File: src/rtl/sqrt_sched_if.sv
// Request/response bundle between the QR column-norm engines and the shared
// square-root scheduler.
interface sqrt_sched_if #(
  parameter int N_REQ = 4,
  parameter int IN_W  = 56,
  parameter int OUT_W = IN_W / 2,
  parameter int ID_W  = $clog2(N_REQ)
);
  logic [N_REQ-1:0]      req_valid;
  logic [N_REQ*IN_W-1:0] req_data;
  logic [N_REQ-1:0]      req_ready;
  logic                  rsp_valid;
  logic [ID_W-1:0]       rsp_id;
  logic [OUT_W-1:0]      rsp_data;
  logic                  rsp_ready;
  logic                  busy;

  modport master (
    output req_valid, req_data, rsp_ready,
    input  req_ready, rsp_valid, rsp_id, rsp_data, busy
  );

  modport slave (
    input  req_valid, req_data, rsp_ready,
    output req_ready, rsp_valid, rsp_id, rsp_data, busy
  );
endinterface

File: src/rtl/sqrt_sched.sv
// Round-robin scheduler around one non-restoring integer square-root engine
// (one root bit per clock), returning results tagged with the requester index.
module sqrt_sched #(
  parameter int N_REQ = 4,
  parameter int IN_W  = 56,
  parameter int OUT_W = IN_W / 2,
  parameter int ID_W  = $clog2(N_REQ)
) (
  input  logic         clk,
  input  logic         rst_n,
  sqrt_sched_if.slave  bus
);
  localparam int R_W   = OUT_W + 2;
  localparam int CNT_W = $clog2(OUT_W);
  localparam int IDX_W = ID_W + 1;

  typedef enum logic [1:0] {IDLE, CALC, DONE} state_t;

  state_t           state_q, state_d;
  logic [IN_W-1:0]  a_q, a_d;
  logic [R_W-1:0]   r_q, r_d;
  logic [OUT_W-1:0] q_q, q_d;
  logic [CNT_W-1:0] cnt_q, cnt_d;
  logic [ID_W-1:0]  id_q, id_d;
  logic [ID_W-1:0]  last_q, last_d;
  logic [N_REQ-1:0] req_ready_d;

  logic [IN_W-1:0] radicand [N_REQ];

  generate
    for (genvar gi = 0; gi < N_REQ; gi++) begin : g_slice
      assign radicand[gi] = bus.req_data[gi*IN_W +: IN_W];
    end
  endgenerate

  // Scan offsets from N_REQ down to 1 so the smallest offset past last_q wins.
  logic             grant_any;
  logic [ID_W-1:0]  winner;
  logic [IDX_W-1:0] idx;

  always_comb begin
    grant_any = 1'b0;
    winner    = '0;
    idx       = '0;
    for (int i = N_REQ; i >= 1; i--) begin
      idx = {1'b0, last_q} + IDX_W'(i);
      if (idx >= IDX_W'(N_REQ)) begin
        idx = idx - IDX_W'(N_REQ);
      end
      if (bus.req_valid[idx[ID_W-1:0]]) begin
        grant_any = 1'b1;
        winner    = idx[ID_W-1:0];
      end
    end
  end

  logic [R_W-1:0] left, right, r_new;

  assign left  = {r_q[OUT_W-1:0], a_q[IN_W-1 -: 2]};
  assign right = {q_q, r_q[R_W-1], 1'b1};
  assign r_new = r_q[R_W-1] ? (left + right) : (left - right);

  always_comb begin
    state_d     = state_q;
    a_d         = a_q;
    r_d         = r_q;
    q_d         = q_q;
    cnt_d       = cnt_q;
    id_d        = id_q;
    last_d      = last_q;
    req_ready_d = '0;
    unique case (state_q)
      IDLE: begin
        if (grant_any) begin
          req_ready_d[winner] = 1'b1;
          a_d     = radicand[winner];
          id_d    = winner;
          q_d     = '0;
          r_d     = '0;
          cnt_d   = '0;
          state_d = CALC;
        end
      end
      CALC: begin
        a_d   = a_q << 2;
        r_d   = r_new;
        q_d   = {q_q[OUT_W-2:0], ~r_new[R_W-1]};
        cnt_d = cnt_q + 1'b1;
        if (cnt_q == CNT_W'(OUT_W - 1)) begin
          state_d = DONE;
        end
      end
      DONE: begin
        // Fairness pointer advances only once the result has left the block.
        if (bus.rsp_ready) begin
          last_d  = id_q;
          state_d = IDLE;
        end
      end
      default: state_d = IDLE;
    endcase
  end

  always_ff @(posedge clk or negedge rst_n) begin
    if (!rst_n) begin
      state_q <= IDLE;
      a_q     <= '0;
      r_q     <= '0;
      q_q     <= '0;
      cnt_q   <= '0;
      id_q    <= '0;
      last_q  <= ID_W'(N_REQ - 1);
    end else begin
      state_q <= state_d;
      a_q     <= a_d;
      r_q     <= r_d;
      q_q     <= q_d;
      cnt_q   <= cnt_d;
      id_q    <= id_d;
      last_q  <= last_d;
    end
  end

  assign bus.req_ready = req_ready_d;
  assign bus.rsp_valid = (state_q == DONE);
  assign bus.rsp_data  = (state_q == DONE) ? q_q  : '0;
  assign bus.rsp_id    = (state_q == DONE) ? id_q : '0;
  assign bus.busy      = (state_q != IDLE);
endmodule

File: src/flat_wrapper.sv
// flat-port wrapper written by rule: the top's interface ports become plain ports
module sqrt_sched_flat 
#(
  parameter int N_REQ = 4,
  parameter int IN_W  = 56,
  parameter int OUT_W = IN_W / 2,
  parameter int ID_W  = $clog2(N_REQ)
)
  (clk, rst_n, bus_req_valid, bus_req_data, bus_rsp_ready, bus_req_ready, bus_rsp_valid, bus_rsp_id, bus_rsp_data, bus_busy);
  sqrt_sched_if #(.N_REQ(N_REQ), .IN_W(IN_W), .OUT_W(OUT_W), .ID_W(ID_W)) bus_i ();
  input  logic clk;
  input  logic rst_n;
  input wire logic [$bits(bus_i.req_valid)-1:0] bus_req_valid;
  input wire logic [$bits(bus_i.req_data)-1:0] bus_req_data;
  input wire logic [$bits(bus_i.rsp_ready)-1:0] bus_rsp_ready;
  output wire logic [$bits(bus_i.req_ready)-1:0] bus_req_ready;
  output wire logic [$bits(bus_i.rsp_valid)-1:0] bus_rsp_valid;
  output wire logic [$bits(bus_i.rsp_id)-1:0] bus_rsp_id;
  output wire logic [$bits(bus_i.rsp_data)-1:0] bus_rsp_data;
  output wire logic [$bits(bus_i.busy)-1:0] bus_busy;
  assign bus_i.req_valid = bus_req_valid;
  assign bus_i.req_data = bus_req_data;
  assign bus_i.rsp_ready = bus_rsp_ready;
  assign bus_req_ready = bus_i.req_ready;
  assign bus_rsp_valid = bus_i.rsp_valid;
  assign bus_rsp_id = bus_i.rsp_id;
  assign bus_rsp_data = bus_i.rsp_data;
  assign bus_busy = bus_i.busy;
  sqrt_sched #(.N_REQ(N_REQ), .IN_W(IN_W), .OUT_W(OUT_W), .ID_W(ID_W)) u_core (.clk(clk), .rst_n(rst_n), .bus(bus_i));
endmodule
File: config.mk
export PLATFORM = sky130hd
export DESIGN_NAME = sqrt_sched_flat
export DESIGN_NICKNAME = d
export VERILOG_FILES = /design/src/rtl/sqrt_sched_if.sv /design/src/rtl/sqrt_sched.sv /design/src/flat_wrapper.sv
export SDC_FILE = /design/constraint.sdc
export NUM_CORES = 1
export LEC_CHECK = 0
export ABC_CLOCK_PERIOD_IN_PS = 3300
export CORE_AREA = 2 2 160 162
export CTS_BUF_LIST = sky130_fd_sc_hd__clkbuf_2 sky130_fd_sc_hd__clkbuf_4 sky130_fd_sc_hd__clkbuf_8
export CTS_CLUSTER_DIAMETER = 150
export DETAILED_ROUTE_END_ITERATION = 10
export DIE_AREA = 0 0 162 164
export PLACE_DENSITY = 0.62
export SLEW_MARGIN = 20
export SYNTH_ARGS = -nofsm -noshare
export SYNTH_HDL_FRONTEND = slang
export SYNTH_SLANG_ARGS = --single-unit
File: constraint.sdc
create_clock -name clk -period 3.3 [get_ports clk]
set_input_delay 0.495 -clock clk [delete_from_list [all_inputs] [get_ports clk]]
set_output_delay 0.495 -clock clk [all_outputs]
set_load 0.02 [all_outputs]
# Yosys cells after proc, flatten, opt, wreduce, memory -nomap -nowiden
# Index checks and enable logic that the tools add are counted.
# word_totals
regBits	125
latch_bits	0
ramBits	0
rom_bits	0
inputBits	231
out_inout_bits	36
wordCells	87
memories	0
# classes
addsub	11
mul	0
div	0
order_cmp	11
eq_ne	6
n_shift	0
n_mux	42
n_bitwise	2
n_reduce_logical	8
# op_table
operator	n
2-to-1 mux 56 bit	3
binary-select mux 56 bit (select 2 bit)	1
case mux 56 bit (2 select lines)	1
2-to-1 mux 30 bit	2
case mux 30 bit (2 select lines)	1
2-to-1 mux 28 bit	2
case mux 28 bit (2 select lines)	1
adder 30 bit	1
subtractor 30 bit	1
2-to-1 mux 2 bit	12
>= comparator 3 bit, second input constant	5
< comparator 2 x 3 -> 1 bit, second input constant	5
case mux 5 bit (2 select lines)	1
2-to-1 mux 1 bit	9
binary-select mux 1 bit (select 2 bit)	4
2-to-1 mux 4 bit	2
subtractor 2 x 1 -> 2 bit, second input constant	4
adder 2 x 2 -> 3 bit, second input constant	2
case mux 2 bit (3 select lines)	1
AND reduction 2 bit	3
adder 5 x 1 -> 5 bit, second input constant	1
equality test 5 bit, second input constant	1
2-to-1 mux 5 bit	1
!= test 2 x 1 -> 1 bit, second input constant	2
other kinds (13)	14

# Longest topological paths before layout
# Gate-level depths: netlist of the first run.
# logic_depth
depth_word	15
ltp_mapped	12
ltp_nobuf	9

# Least setup slack after synthesis of the first run
# OpenSTA, ideal clock, no wires.
# synth_path
path_kind	reg2reg
startpoint	register u_core.r_q[29]
endpoint	register u_core.q_q[0]
setup_ns	0.069
t_arrival_ns	3.199
t_required_ns	3.231
setup_slack_ns	0.032
stages_incl_launch_ff	12
n_path_buf	2
period_less_slack_ns	3.268
path_cell_list	dfrtp_1 buf_1 buf_1 xnor2_1 ha_1 a21o_1 a21o_1 a21o_1 or3_4 o211a_4 or4_1 nand3_1
# synth_via
elab_chain_len	4
elab_cells_between_ends	5
classes_between	add/sub (2); mux (2); bitwise (1)
# synth_rtl
item	line	rtl
start: declaration	sqrt_sched.sv:21	logic [R_W-1:0] r_q, r_d;
start signal: assignment	sqrt_sched.sv:116	r_q <= r_d;
subtractor 30 bit / adder 30 bit (equally long branches)	sqrt_sched.sv:61	assign r_new = r_q[R_W-1] ? (left + right) : (left - right);
2-to-1 mux 30 bit (*)	sqrt_sched.sv:61	
inverter 1 bit (*)	sqrt_sched.sv:87	q_d = {q_q[OUT_W-2:0], ~r_new[R_W-1]};
case mux 28 bit (2 select lines) (*)	sqrt_sched.sv:72	unique case (state_q)
end signal: assignment	sqrt_sched.sv:117	q_q <= q_d;
end: declaration	sqrt_sched.sv:22	logic [OUT_W-1:0] q_q, q_d;
# Mark *: on every way between the ends. The rest lies on a longest branch, timed or not.
# A chain may end at the register's enable or synchronous reset.

# Worst setup path in the final report of the first run
# layout_path
startpoint	input port bus_req_valid[3]
endpoint	output port bus_req_ready[0]
# layout_via
elab_chain_len	12
elab_cells_between_ends	23
classes_between	order compare (2); mux (20); reduce/logical (1)
# layout_rtl
item	line	rtl
start: declaration	flat_wrapper.sv:13	input wire logic [$bits(bus_i.req_valid)-1:0] bus_req_valid;
binary-select mux 1 bit (select 2 bit)	sqrt_sched.sv:50	if (bus.req_valid[idx[ID_W-1:0]]) begin
2-to-1 mux 1 bit (not written as such)	sqrt_sched.sv:50	
2-to-1 mux 2 bit (4 in a row)	sqrt_sched.sv:50	
< comparator 2 x 3 -> 1 bit (not written as such) / >= comparator 2 x 1 -> 1 bit (equally long branches)	sqrt_sched.sv:75	req_ready_d[winner] = 1'b1;
logical AND 1 bit (not written as such)	sqrt_sched.sv:75	
2-to-1 mux 1 bit (not written as such)	sqrt_sched.sv:75	
demux 1 bit (select 2 bit)	--	
2-to-1 mux 4 bit (*)	sqrt_sched.sv:74	if (grant_any) begin
2-to-1 mux 4 bit (*)	sqrt_sched.sv:72	
end: declaration	flat_wrapper.sv:16	output wire logic [$bits(bus_i.req_ready)-1:0] bus_req_ready;
# Mark *: on every way between the ends. The rest lies on a longest branch, timed or not. The select of a mux whose other input is x is not followed.

==> summary.txt, run 1 <==
Outcome
  • Status: complete, no violations

Routing
  • WL/cell: 18.4 um
  • Final wirelength: 28000 um
  • Drt pass-1 iters: 5
  • 1st-iter DRT viols: between 400 and 500
  • Antenna Nets Post-Route: 0
  • Total number of vias: 8084
  • Detailed-route DRC error count: 0
  • Vias per cell: 5.32

Synthesis
  • Cells after Synth: 938
  • Cell variety after synth: 55
  • EDFF count, synth: 0
  • Post-synthesis xor/xnor area fraction: 4.69%
  • YS warnings: 0
  • Synthesized Nets: 1202
  • Synth Area in Compound Gates: 26.7%
  • Multiplexer share of the synthesized area: 7.16%
  • Post-Synth Simple-Gate Area: 16.8%
  • Post-synthesis sequential area ratio: a little over a third
  • Ys async rst share: 100%
  • Syn Area/Cell: 9.16 um^2
  • Number of synthesized register bits: 124
  • Largest family of logic cells by synthesized area: compound AO/OA/AOI/OAI gates
  • Synth Flop Type: dfrtp_1
  • Synth Cell Area: approximately 8600 um^2
  • Post-synthesis adder-cell area fraction: under 10%

Cells and area
  • Synth-to-layout area growth: 41.7%
  • Most common cell after layout, fill and taps aside: clkdlybuf4s50_1
  • Commonest cells after routing, fill and taps aside: clkdlybuf4s50_1, dfrtp_1, a211oi_1, nand2_1, o21ai_0
  • Share of cells above drive strength 1: 6.19%
  • Fin nets: 1431

Flow run
  • Max-capacitance violation count: 0

CTS
  • Sink Count: 124
  • CTS tree: yes
  • Clock Latency Late Sink: ~450 ps
  • CTS max path bufs: 2
  • H-tree levels: 4
  • Resized Gates After CTS: 0
  • Num CTS Buffers: 17
  • Hold_buf cts: 0
  • Total setup buffers inserted after CTS: 0
  • Root buffer cell: clkbuf_8
  • Clk slew on worst S/H paths: 70 ps

STA
  • Clk_skew: between 10 and 15 ps
  • Final Hold Fails: 0
  • Fmax: between 0.3 and 0.4 GHz
  • Period Utilization, post-route: roughly 90%
  • Slew @ Worst Pin: 887 ps
  • Unrepaired setup endpoints after global routing: no
  • Period minus WS final: a little under 3000 ps
  • Fin Setup TNS: 0 ps
  • Finish-stage setup viols: 0
  • Worst slew margin: 40.9%
  • Slew Viols, Final: 0

Power
  • Leakage: 0.00491 uW
  • Power Dens Cells: 912 nW/um^2
  • Total Power: 11100 uW
  • Peak VDD IR: 0.000468 V

Floorplanning
  • Full die area: 26600 um^2
  • IO Count: 267
  • Core area: 24800 um^2
  • Starting Density: 34.6%
  • Die Y: about 160 um
  • Chip width: around 160 um
  • FP Rows: 58

Worst setup path
  • R2R setup slack: 370 ps
  • Worst setup EP type: primary output
  • CP Data Required Time: 2800 ps
  • CP Max Fanout: 5
  • FF-to-FF End: u_core.q_q[0]
  • Reg2Reg Depth: 10
  • Crit path arrival time: about 2500 ps
  • Reg-to-Reg Start: u_core.r_q[29]
  • Max incr delay on CP: 630 ps
  • Crit path top cell by count: clkdlybuf4s50_1
  • CP cell instances: clkdlybuf4s50_1 -> nor2b_1 -> o21a_1 -> nor3_4 -> nor3b_1 -> clkdlybuf4s50_1
  • Startpoint types: input pin
  • Slowest CP cell: clkdlybuf4s50_1
  • Crit Path Class: input pin to primary output

Global routing
  • Initial antenna violation count: 12
  • Vias in the first global route: 8085
  • First-pass GRT wire length: 43500 um
  • Total GRT Usage: 21.0%
  • Gr ovfl total: 0
  • Pin count of the biggest net entering global routing: 114

Placement
  • Hpwl dp: 20900 um
  • Gpl congestion: 0.907
  • Input/output buffers: 266

Hold path
  • Worst hold path class: input pin to async pin
worst max path at each step:
stage               depth (start not counted)               end  slack, ps         startpoint
floorplan                                  11     u_core.q_q[0]         30     u_core.r_q[29]
global placement                            6  bus_req_ready[0]        320   bus_req_valid[3]
detailed placement                          6  bus_req_ready[0]        320   bus_req_valid[3]
CTS                                         4  bus_rsp_data[27]        260  u_core.state_q[1]
global route                                4   bus_rsp_data[1]        140  u_core.state_q[1]
finish                                      6  bus_req_ready[0]        330   bus_req_valid[3]
kinds of logic (layout without fill, tap and decap cells):
kind of cell	Yosys count	count (layout)
other	0	10
AO/OA/AOI/OAI	312	312
adder cells (fa/ha/maj)	33	33
AND/OR/NAND/NOR	279	279
flip-flops	124	124
multiplexers	61	61
buffers and inverters	83	325
XOR/XNOR	46	46
critical path: cells and delay by family:
kind	cells	cell delay, ps
buf+inv	2	1090
simple gates	3	680
compound gates	1	210
per-stage QoR:
step,setup WS [ps],std cells,util [%],hold WS [ps],instance area (um^2)
final,327,1520,49.1,19.2,12200
after global routing,139,1519,49.1,30.6,12200
after floorplan,31.6,938,-,199,8590
after global placement,324,1478,47.1,472,11700
after CTS,258,1510,49.0,7.74,12200
after detailed placement,320,1478,47.1,483,11700
power by group:
part           internal [uW]  total (uW)  switching [uW]
logic                   3130        6630            3500
registers               2310        2910             591
clock network            942        1580             637
state kept, by name, summed over array words and instances, names as in the netlist:
signal          count
u_core.last_q       2
u_core.q_q         28
u_core.cnt_q        5
u_core.id_q         2
u_core.r_q         29
u_core.a_q         56
u_core.state_q      2
metal layers:
metal	global-route usage [%]	part of all wire (%)
met4	8.17	2.1
met1	25.4	41
met2	35.5	50
met5	0	0.093
met3	6.01	6.9
layout make-up:
cell class,count,area (um^2)
inverters,5,18.8
diodes,10,25.0
clock buffers,21,270
multi-input cells,731,5200
fillers,2388,12600
repair buffers,288,2950
clock inverters,11,191
flip-flops and latches,124,3110
well taps,330,413
synthesized netlist by cell type (4+ instances only):
cell / n / area, um^2
dfrtp_1: 122 / 3050
a211oi_1: 108 / 811
nand2_1: 94 / 353
o21ai_0: 67 / 335
clkbuf_1: 62 / 233
nor2b_1: 60 / 375
mux2i_1: 57 / 571
a221o_1: 54 / 541
xnor2_1: 35 / 307
ha_1: 33 / 413
and2_1: 30 / 188
nand3_1: 26 / 130
a21oi_1: 20 / 100
a21o_1: 19 / 143
nor2_1: 19 / 71.3
nor3_1: 12 / 60.1
buf_2: 11 / 55.1
xor2_1: 11 / 96.3
nand4_1: 10 / 62.6
o21a_1: 8 / 60.1
o31ai_1: 8 / 60.1
nand2b_1: 7 / 43.8
and3_1: 5 / 31.3
buf_1: 5 / 18.8
inv_1: 5 / 18.8
mux2_2: 4 / 45.0
(Power assumes the default switching activity.)
==> run 2, diff against run 1 <==
Settings changed: CORE_AREA 2 2 160 162 to 3 3 161 163, DIE_AREA 0 0 162 164 to 0 0 164 166.
==> run 2 against run 1 <==
Clock skew hardly changed; die area is 2.5% higher; fmax is 0.23% higher; largest cell class unchanged.
==> summary.txt, run 2 (synthesis results as in run 1) <==
Placement
  • Hpwl dp: 20200 um
  • Post-Place Cell Area: between 10000 and 15000 um^2
  • DP Cell Count: 1467
  • Gpl congestion: 0.912
  • Input/output buffers: 266

CTS
  • Root buffer cell: clkbuf_8
  • H-tree levels: 4
  • Num CTS Buffers: 17
  • CTS tree: yes
  • CTS max path bufs: 2
  • Hold_buf cts: 0
  • Resized Gates After CTS: 0
  • Total setup buffers inserted after CTS: 0
  • Clock Latency Late Sink: 440 ps
  • Clk slew on worst S/H paths: 70 ps
  • Sink Count: about 120

Power
  • Leakage: 0.00486 uW
  • Peak VDD IR: roughly 0.00046 V
  • Power Dens Cells: 905 nW/um^2

Routing
  • Detailed-route DRC error count: 0
  • WL/cell: roughly 18 um
  • Drt pass-1 iters: 5
  • Antenna Nets Post-Route: 0
  • Final wirelength: 27000 um
  • Total number of vias: between 8000 and 9000
  • 1st-iter DRT viols: 459
  • Vias per cell: 5.32

Cells and area
  • Share of cells above drive strength 1: 5.63%
  • Post-Layout Cell Count: roughly 1500
  • Most common cell after layout, fill and taps aside: clkdlybuf4s50_1
  • Design area: between 10000 and 15000 um^2
  • Max reg flops: 56
  • Fill cells: 2345
  • Footprint of the multi-input gates: 5200 um^2
  • Fin nets: 1426
  • Reg area: 3110 um^2
  • Reg with most FFs: u_core.a_q
  • Top flop regs: u_core.a_q (56), u_core.r_q (29), u_core.q_q (28)
  • Synth-to-layout area growth: 40.4%
  • Commonest cells after routing, fill and taps aside: clkdlybuf4s50_1, dfrtp_1, a211oi_1, nand2_1, o21ai_0

Global routing
  • Initial antenna violation count: 9
  • First-pass GRT wire length: roughly 42000 um
  • Gr ovfl total: 0
  • Total GRT Usage: 19.5%
  • Vias in the first global route: about 8000
  • Pin count of the biggest net entering global routing: 114

STA
  • Finish-stage setup viols: 0
  • Fin Setup TNS: 0 ps
  • Period Utilization, post-route: 89.9%
  • Slew @ Worst Pin: about 950 ps
  • Slew Viols, Final: 0
  • Worst slew margin: 36.7%
  • Unrepaired setup endpoints after global routing: no
  • Fmax: 0.337 GHz
  • Final Hold Fails: 0
  • Period minus WS final: 2970 ps
  • Clk_skew: 13.8 ps

Floorplanning
  • Chip width: 164 um
  • Die Y: 166 um
  • Full die area: ~27000 um^2
  • Starting Density: a little over a third
  • FP Rows: 57
  • IO Count: ~270
  • Core area: roughly 24000 um^2

Worst setup path
  • CP Data Required Time: about 2800 ps
  • CP Max Fanout: 5
  • Startpoint types: input pin
  • Worst setup EP type: primary output
  • Crit Path Class: input pin to primary output
  • Crit path arrival time: 2470 ps

Hold path
  • Worst hold path class: input pin to async pin

Flow run
  • Max-capacitance violation count: 0

Outcome
  • Status: complete, no violations
run 2: changes by cell type in the layout (fill, tap and decap cells not counted):
| cell | delta |
|---|---|
| clkbuf_4 | -2 |
| clkinv_4 | +1 |
| buf_4 | -4 |
| bufinv_16 | -1 |
| buf_12 | -2 |
| diode_2 | -3 |
| buf_6 | +1 |
run 2: per-layer routing:
metal	GRT usage [%]	up-vias	wire, um
met4	5.52	4	489
li1	-	3972	-
met3	5.61	32	1700
met1	24.8	3770	11800
met2	32.1	224	13000
met5	0	-	34
run 2: path summary, 6_finish.rpt:
path	start	to	slack [ps]	cells past startpoint
hold / removal	rst_n	u_core.q_q[8]	40	1
setup reg to reg	u_core.r_q[29]	u_core.r_q[26]	360	10
min in group clk	u_core.r_q[14]	u_core.r_q[14]	490	1
max in group asynchronous	rst_n	u_core.a_q[53]	2520	2
setup / recovery	bus_req_valid[3]	bus_req_ready[0]	330	6
hold reg to reg	u_core.r_q[14]	u_core.r_q[14]	490	1
run 2: through the flow:
step | total power (uW) | hold WS [ps] | util (%) | setup slack (ps)
finish | 10900 | 39.7 | 49.3 | 334
global route | 11900 | 67.4 | 49.3 | 165
CTS | 11000 | 41.0 | 49.3 | 330
detailed placement | 9460 | 479 | 47.5 | 284
global placement | 9330 | 470 | 47.5 | 310
floorplan | 7820 | 199 | - | 31.6
run 2: where the power goes:
part | internal (uW) | switching (uW) | total [uW]
Clock | 842 | 619 | 1460
Sequential | 2320 | 580 | 2900
Combinational | 3120 | 3450 | 6570
run 2: layout make-up:
type | instances | share of cell area (%)
Antenna cell | 7 | 0.145
Clock buffer | 19 | 2.12
Clock inverter | 11 | 1.41
Inverter | 5 | 0.156
Multi-Input combinational cell | 731 | 43.1
Sequential cell | 124 | 25.7
Tap cell | 324 | 3.36
Timing Repair Buffer | 283 | 24.0
run 2: worst max-delay path, stage by stage:
cell	delay [ps]
clkdlybuf4s50_1	460
nor2b_1	170
o21a_1	210
nor3_4	290
nor3b_1	220
clkdlybuf4s50_1	630
==> run 3, diff against run 2 <==
Settings changed: CTS_CLUSTER_DIAMETER 150 to default.
==> results of run 3 <==
The final DEF is identical to that of run 2; final timing and power are the same.
